<file path="src/rtl/uart_rx_mmio.sv">
// uart_rx_mmio: memory-mapped UART receiver with DATA and STATUS registers.
// Receives 8N1 frames by default. Defining UART_RX_PARITY_EN turns this into
// an 8E1 receiver with a PARITY state and a live par_err flag.
//
// state  | meaning
// -------+-------------------------------------------------------------
// IDLE   | line idle; waits for a falling edge once rx_s has been seen high
// START  | half-bit wait, then confirms the start bit (else glitch -> IDLE)
// DATA   | samples 8 data bits LSB first at bit centres
// PARITY | samples the even-parity bit (UART_RX_PARITY_EN only)
// STOP   | samples the stop bit; loads the buffer or flags a framing error

module uart_rx_mmio #(
  parameter int          CLK_HZ    = 50_000_000,
  parameter int          BAUD      = 115200,
  parameter logic [7:0]  ADDR_DATA = 8'hFE,
  parameter logic [7:0]  ADDR_STAT = 8'hFD
) (
  input  logic       clk,
  input  logic       rst,
  input  logic       rx,
  input  logic [7:0] addr,
  input  logic       rd_en,
  output logic [7:0] rdata,
  output logic       hit,
  output logic       valid
);

  localparam int CPB   = CLK_HZ / BAUD;
  localparam int CNT_W = (CPB > 1) ? $clog2(CPB) : 1;
  localparam logic [CNT_W-1:0] CNT_HALF = CNT_W'(CPB / 2 - 1);
  localparam logic [CNT_W-1:0] CNT_FULL = CNT_W'(CPB - 1);

  typedef enum logic [2:0] {
    IDLE   = 3'd0,
    START  = 3'd1,
    DATA   = 3'd2,
    STOP   = 3'd3,
    PARITY = 3'd4
  } state_t;

  state_t           state, state_nxt;
  logic [CNT_W-1:0] cnt, cnt_nxt;
  logic [2:0]       bitn, bitn_nxt;
  logic             rx_m, rx_s;
  logic             armed;
  logic [7:0]       shift;
  logic [7:0]       rx_buf;
  logic             overrun, frame_err, par_err, par_bad;
  logic             go_start, samp_data, load, ferr_set, stop_done;
  logic             rd_data, rd_stat;

  assign rd_data = rd_en && (addr == ADDR_DATA);
  assign rd_stat = rd_en && (addr == ADDR_STAT);

  // Two-flop synchroniser; idles high so reset never looks like a start bit.
  always_ff @(posedge clk) begin
    if (rst) begin
      rx_m <= 1'b1;
      rx_s <= 1'b1;
    end else begin
      rx_m <= rx;
      rx_s <= rx_m;
    end
  end

  // FSM state, bit-timer and bit index registers.
  always_ff @(posedge clk) begin
    if (rst) begin
      state <= IDLE;
      cnt   <= '0;
      bitn  <= '0;
    end else begin
      state <= state_nxt;
      cnt   <= cnt_nxt;
      bitn  <= bitn_nxt;
    end
  end

`ifdef UART_RX_PARITY_EN
  logic perr_set;
`endif

  // Next-state logic and one-cycle datapath strobes.
  always_comb begin
    state_nxt = state;
    cnt_nxt   = cnt + 1'b1;
    bitn_nxt  = bitn;
    go_start  = 1'b0;
    samp_data = 1'b0;
    load      = 1'b0;
    ferr_set  = 1'b0;
    stop_done = 1'b0;
`ifdef UART_RX_PARITY_EN
    perr_set  = 1'b0;
`endif
    case (state)
      IDLE: begin
        cnt_nxt = '0;
        if (!rx_s && armed) begin
          go_start  = 1'b1;
          state_nxt = START;
        end
      end
      START: begin
        if (cnt == CNT_HALF) begin
          cnt_nxt = '0;
          if (!rx_s) begin
            state_nxt = DATA;
            bitn_nxt  = '0;
          end else begin
            state_nxt = IDLE;
          end
        end
      end
      DATA: begin
        if (cnt == CNT_FULL) begin
          cnt_nxt   = '0;
          samp_data = 1'b1;
          if (bitn == 3'd7) begin
`ifdef UART_RX_PARITY_EN
            state_nxt = PARITY;
`else
            state_nxt = STOP;
`endif
          end else begin
            bitn_nxt = bitn + 3'd1;
          end
        end
      end
`ifdef UART_RX_PARITY_EN
      PARITY: begin
        if (cnt == CNT_FULL) begin
          cnt_nxt   = '0;
          state_nxt = STOP;
          perr_set  = (rx_s != ^shift);
        end
      end
`endif
      STOP: begin
        if (cnt == CNT_FULL) begin
          cnt_nxt   = '0;
          state_nxt = IDLE;
          stop_done = 1'b1;
          if (rx_s) load = !par_bad;
          else      ferr_set = 1'b1;
        end
      end
      default: begin
        state_nxt = IDLE;
        cnt_nxt   = '0;
      end
    endcase
  end

  // IDLE may only start a frame after it has seen the line high, so a line
  // stuck low produces a single framing error instead of a stream of them.
  always_ff @(posedge clk) begin
    if (rst)                       armed <= 1'b0;
    else if (state == IDLE && rx_s) armed <= 1'b1;
    else if (go_start)             armed <= 1'b0;
  end

  // Shift register, holding buffer and status flags; hardware sets win over
  // same-cycle read clears.
  always_ff @(posedge clk) begin
    if (rst) begin
      shift     <= '0;
      rx_buf    <= '0;
      valid     <= 1'b0;
      overrun   <= 1'b0;
      frame_err <= 1'b0;
    end else begin
      if (samp_data) shift[bitn] <= rx_s;
      if (rd_data) valid <= 1'b0;
      if (rd_stat) begin
        overrun   <= 1'b0;
        frame_err <= 1'b0;
      end
      if (load) begin
        rx_buf <= shift;
        valid  <= 1'b1;
        if (valid && !rd_data) overrun <= 1'b1;
      end
      if (ferr_set) frame_err <= 1'b1;
    end
  end

`ifdef UART_RX_PARITY_EN
  // Parity error flag plus a per-frame marker that blocks the load at STOP.
  always_ff @(posedge clk) begin
    if (rst) begin
      par_err <= 1'b0;
      par_bad <= 1'b0;
    end else begin
      if (rd_stat)   par_err <= 1'b0;
      if (perr_set)  par_err <= 1'b1;
      if (stop_done) par_bad <= 1'b0;
      if (perr_set)  par_bad <= 1'b1;
    end
  end
`else
  assign par_err = 1'b0;
  assign par_bad = 1'b0;
`endif

  // CPU-side register decode.
  always_comb begin
    hit   = (addr == ADDR_DATA) || (addr == ADDR_STAT);
    rdata = 8'h00;
    if (addr == ADDR_DATA)      rdata = rx_buf;
    else if (addr == ADDR_STAT) rdata = {4'b0, par_err, frame_err, overrun, valid};
  end

endmodule
</file>
<file path="config.mk">
export PLATFORM = sky130hd
export DESIGN_NAME = uart_rx_mmio
export DESIGN_NICKNAME = d
export VERILOG_FILES = /design/src/rtl/uart_rx_mmio.sv
export SDC_FILE = /design/constraint.sdc
export NUM_CORES = 1
export LEC_CHECK = 0
export BUFFER_PORTS_ARGS = -buffer_cell sky130_fd_sc_hd__buf_4
export CORE_MARGIN = 2
export CORE_UTILIZATION = 52
export CTS_BUF_LIST = sky130_fd_sc_hd__clkbuf_4
export CTS_CLUSTER_DIAMETER = 40
export DETAILED_ROUTE_END_ITERATION = 10
export HOLD_SLACK_MARGIN = 0.08
export PLACE_DENSITY = 0.84
export SLEW_MARGIN = 40
export SYNTH_ARGS = -nofsm -noshare
export SYNTH_HDL_FRONTEND = slang
export SYNTH_SLANG_ARGS = --single-unit
</file>
<file path="constraint.sdc">
create_clock -name clk -period 3 [get_ports clk]
set_input_delay 0.45 -clock clk [delete_from_list [all_inputs] [get_ports clk]]
set_output_delay 0.45 -clock clk [all_outputs]
set_load 0.1 [all_outputs]
</file>
Yosys cells after proc, flatten, opt, wreduce, memory -nomap -nowiden. Index checks and enable logic that the tools add are counted.

Register bits after elaboration: 37. Bits of input ports: 12. Word-level logic and storage cells: 86.

Add/sub/neg operators: 2. Magnitude comparators: 2. Equal/unequal tests: 15. Muxes and demuxes: 39. Reduce and logical (&&, ||, !) cells: 17.

Operators with widths (count): 3-bit 2-to-1 mux (10); 1-bit 2-to-1 mux (20); 9-bit 2-to-1 mux (2); 9-bit one-hot mux with 2 select lines (1); 8-bit equality test (second input constant) (2); 2-bit inequality test (second input constant) (7); 3-bit one-hot mux with 4 select lines (1); 5-bit AND reduction (2); 9-bit by 1-bit adder with 9-bit output (second input constant) (1); 9-bit by 8-bit equality test with 1-bit output (second input constant) (1); 9-bit equality test (second input constant) (1); 8-bit bitwise mux (1); 8-bit 2-to-1 mux (1); 2-bit nonzero test (4); 3-bit by 2-bit equality test with 1-bit output (second input constant) (2); 1-bit logical AND (6); 3-bit one-hot mux with 2 select lines (1); 3-bit by 4-bit < comparator with 1-bit output (second input constant) (1); 3-bit by 1-bit adder with 3-bit output (second input constant) (1); 1-bit demux with 3-bit select (1); 3-bit by 1-bit equality test with 1-bit output (second input constant) (1); 3-bit equality test (second input constant) (1); 3-bit by 1-bit >= comparator with 1-bit output (second input constant) (1); 3-bit logical NOT (1); 4 further kinds (5).

Longest topological paths before layout.
Word-level depth: 6. Mapped depth: 8. Gate-level depth less buffers: 6.

Worst setup path before layout. OpenSTA, ideal clock, no wires.

Kind: in2out. From: input port addr[5]. To: output port rdata[0]. Arrival: 1.945 ns. Setup slack: 0.605 ns. Stages on the path: 4. Cell sequence: and4_1 -> nand3_1 -> nor3b_1 -> a22o_1.

Word-level cells in the longest chain between the ends: 3. Elaborated cells on any way between the ends: 4. Classes of those cells: eq/ne (2); mux (2).

Ends and longest elaborated chain: from (decl) (line 22) `input logic [7:0] addr,`; 8-bit equality test (line 212) `else if (addr == ADDR_STAT) rdata = {4'b0, par_err, frame_err, overrun, valid};`; 3-bit 2-to-1 mux (line 212); 8-bit 2-to-1 mux (*) (line 211) `if (addr == ADDR_DATA) rdata = rx_buf;`; to (decl) (line 24) `output logic [7:0] rdata,`.

Mark *: on every way between the ends. The rest lies on a longest branch, timed or not.

Final worst setup path. Same ends and word-level chain as after synthesis.

==> out/summary.txt <==
Worst EP required -> 2.55 ns
Global-route wire length before repair -> 5400 um
Most common cell in the synthesized netlist -> sky130_fd_sc_hd__dfxtp_1
Core Region -> 3280 um^2
Dominant register cell in the synthesized netlist -> sky130_fd_sc_hd__dfxtp_1
Top-level port count -> 22
Number of slew-limit violations in the final report -> 0
Final clock period utilization by the worst path -> 78.1%
First-pass DRT Iterations -> 4
Buf+Inv Stages, Crit Path -> 2
Share of post-route cells with drive strength above 1 -> 18.7%
Antenna diodes -> 0
Max H-tree Level -> 2
Fmax -> 0.427 GHz
Global-route congestion overflow total -> 0
Final HPWL from detailed placement -> 2300 um
Resize count post-CTS -> 0
Number of global-route vias before repair -> 1197
Non-Filler Cell Area, Final -> 2000 um^2
Clock transition at the registers of the reported paths -> 0.10 ns
Clock period minus final worst setup slack -> 2.34 ns
Total Die Area -> 3850 um^2
Clock tree buffer depth -> 2
Cell Area, Placed -> 1920 um^2
Number of buffers inserted by post-CTS setup repair -> 0
Met1 usage -> 25.8%
Mapped Cells -> 189
Avg Inst Size Synth -> 9.26 um^2
Fill cells -> 298
Met3 GRT Util -> 7.25%
Clock sink count -> 36
Share of synthesized area occupied by flip-flops and latches -> 41.2%
Number of flops mapped to enable cells by yosys -> 0
Classification of the worst-slack hold path -> input port to register
CP max stage cell -> sky130_fd_sc_hd__nor3b_2
Combined global-route utilization of all metal layers -> 19.2%
Weighted congestion reported at the end of routability-driven placement -> 0.813
Remaining antenna violation count -> 0
Cell area after synthesis -> 1750 um^2
Detailed-route wire length per cell -> 12.7 um
Crit-path cells -> buf_4, and4_1, nand3_1, nor3b_2, a22o_1, buf_4
Family of cells with the greatest summed delay on the critical path -> simple AND/OR/NAND/NOR gates
RSZ-0062 raised after global routing -> no
Vias post-DR -> 1395
GR Layer Usage met2 -> 28.6%
Peak supply drop -> 0.000350 V
Initial antenna violation count -> 0
Biggest area consumer among synthesized cells -> sky130_fd_sc_hd__dfxtp_1
Critical path peak fanout -> 9
Share of Yosys cell area claimed by the top area cell type -> 41.2%
Die W -> 62.0 um
Critical Path Source Type -> input port
Core Rows -> 21
Final-layout setup total negative slack -> 0 ns
Post-synth net total -> 206
Most frequent cells after synthesis -> sky130_fd_sc_hd__dfxtp_1, sky130_fd_sc_hd__nor2_1, sky130_fd_sc_hd__mux2i_1
Height of the chip -> 62.0 um
Clock tree from TritonCTS -> built
Largest net degree at the start of global routing -> 29
Number of buffers added by the clock tree synthesis step -> 5
Number of distinct standard cells referenced by the synthesized netlist -> 42
Final Hold Violating Endpoints -> 0
Type of the worst setup path -> input port to primary output
Post-synthesis register bit count -> 36
Worst Skew -> 0.00882 ns
Total power per unit cell area -> 427 nW/um^2
Run status -> finished clean
Reported leakage power -> 0.794 nW
Power consumption -> 0.856 mW
Top area cells in the synthesized netlist -> sky130_fd_sc_hd__dfxtp_1, sky130_fd_sc_hd__mux2i_1, sky130_fd_sc_hd__nor2_1
Data arrival time of the worst path -> 1.89 ns
Setup-failing EPs final -> 0
Most repeated library cell on the critical path -> sky130_fd_sc_hd__buf_4
Least-Margin Pin Slew -> 0.615 ns
Port buffer count -> 21
Synth-to-Final Area Change -> 14.4%
Starting DRT DRC Count -> 47
Post-detailed-route via-to-cell ratio -> 5.47
Layout net count -> 225
Most Used Layer, Global Route -> met2
Clock latency of the later-clocked register in the worst-skew pair -> 0.34 ns
CP max stage delay -> 0.48 ns
Quantity of hold-fixing buffers added after cts -> 0
Remaining routing DRC violations -> 0
Combined flip-flop and latch cell area -> 721 um^2
Post-synth ARST share -> 0%
Yosys warnings -> 0
Area used by multi-input combinational logic -> 968 um^2
Max_cap viols -> 0
Worst-case headroom to the max-slew limit -> 58.4%
Root buf cell -> sky130_fd_sc_hd__clkbuf_4
Initial core utilization -> 53.3%
Critical path endpoint category -> primary output
Total wire length -> 3230 um
## final cells by class
type | count | share of cell area (%)
repair buffers | 21 | 7.87
multi-input cells | 139 | 48.3
well taps | 46 | 2.87
clock inverters | 2 | 1.75
flip-flops and latches | 36 | 36.0
inverters | 5 | 0.937
clock buffers | 6 | 2.25
## flip-flops by register name, summed over array words and instances, names as in the netlist
register   cells
frame_err      1
rx_buf         8
overrun        1
armed          1
shift          8
rx_s           1
bitn           3
rx_m           1
state          2
valid          1
cnt            9
## per-stage QoR
step	utilization [%]	hold WS (ns)	setup slack (ns)	instances
3_5_place_dp	58.6	0.399	0.649	247
3_3_place_gp	58.6	0.393	0.721	247
6_report	61.0	0.289	0.656	255
4_1_cts	61.0	0.286	0.640	255
5_1_grt	61.0	0.266	0.484	255
2_1_floorplan	-	0.389	0.605	189
## per-layer routing
layer  part of all wire (%)  wire [um]
met1                     49       1580
met2                     45       1450
met3                    5.1        164
met4                    1.2         40
met5                      0          0
## layout by cell type, fill, tap and decap left out, drive strengths merged, types with 2 or more instances in the layout
cell	netlist	routed
and4	2	2
xnor2	5	5
nor3	3	3
nor2	30	30
xor2	2	2
nand2	7	7
and4b	2	2
ha	5	5
o21ai	6	6
mux2i	16	16
nand3b	2	2
nand4b	2	2
a21oi	8	8
nand4bb	2	2
nand3	8	8
buf	2	21
nand4	9	9
clkbuf	7	6
or2	3	3
dfxtp	36	36
nor4b	2	2
nor4	3	3
a22o	3	3
nor3b	3	3
and2	5	5
inv	5	5
## path summary, 6_finish.rpt
path	start	end	slack [ns]	cells after the start
min	rx	rx_m	0.29	2
max	addr[5]	rdata[0]	0.66	6
min reg2reg	rx_m	rx_s	0.42	1
max reg2reg	cnt[0]	rx_buf[2]	0.99	5
## power breakdown
group	switching, mW	internal, mW
Clock	0.159	0.184
Sequential	0.00428	0.481
Combinational	0.0134	0.0149
## logic make-up after synthesis
| group | count (synthesis) | synth area share [%] |
|---|---|---|
| compound gates | 23 | 8.22 |
| flops | 36 | 41.2 |
| buf+inv | 14 | 3.50 |
| xor+xnor | 7 | 3.50 |
| fa+ha+maj | 5 | 3.57 |
| mux | 16 | 9.15 |
| simple gates | 88 | 30.9 |
Power figures use the tool's default switching activity.
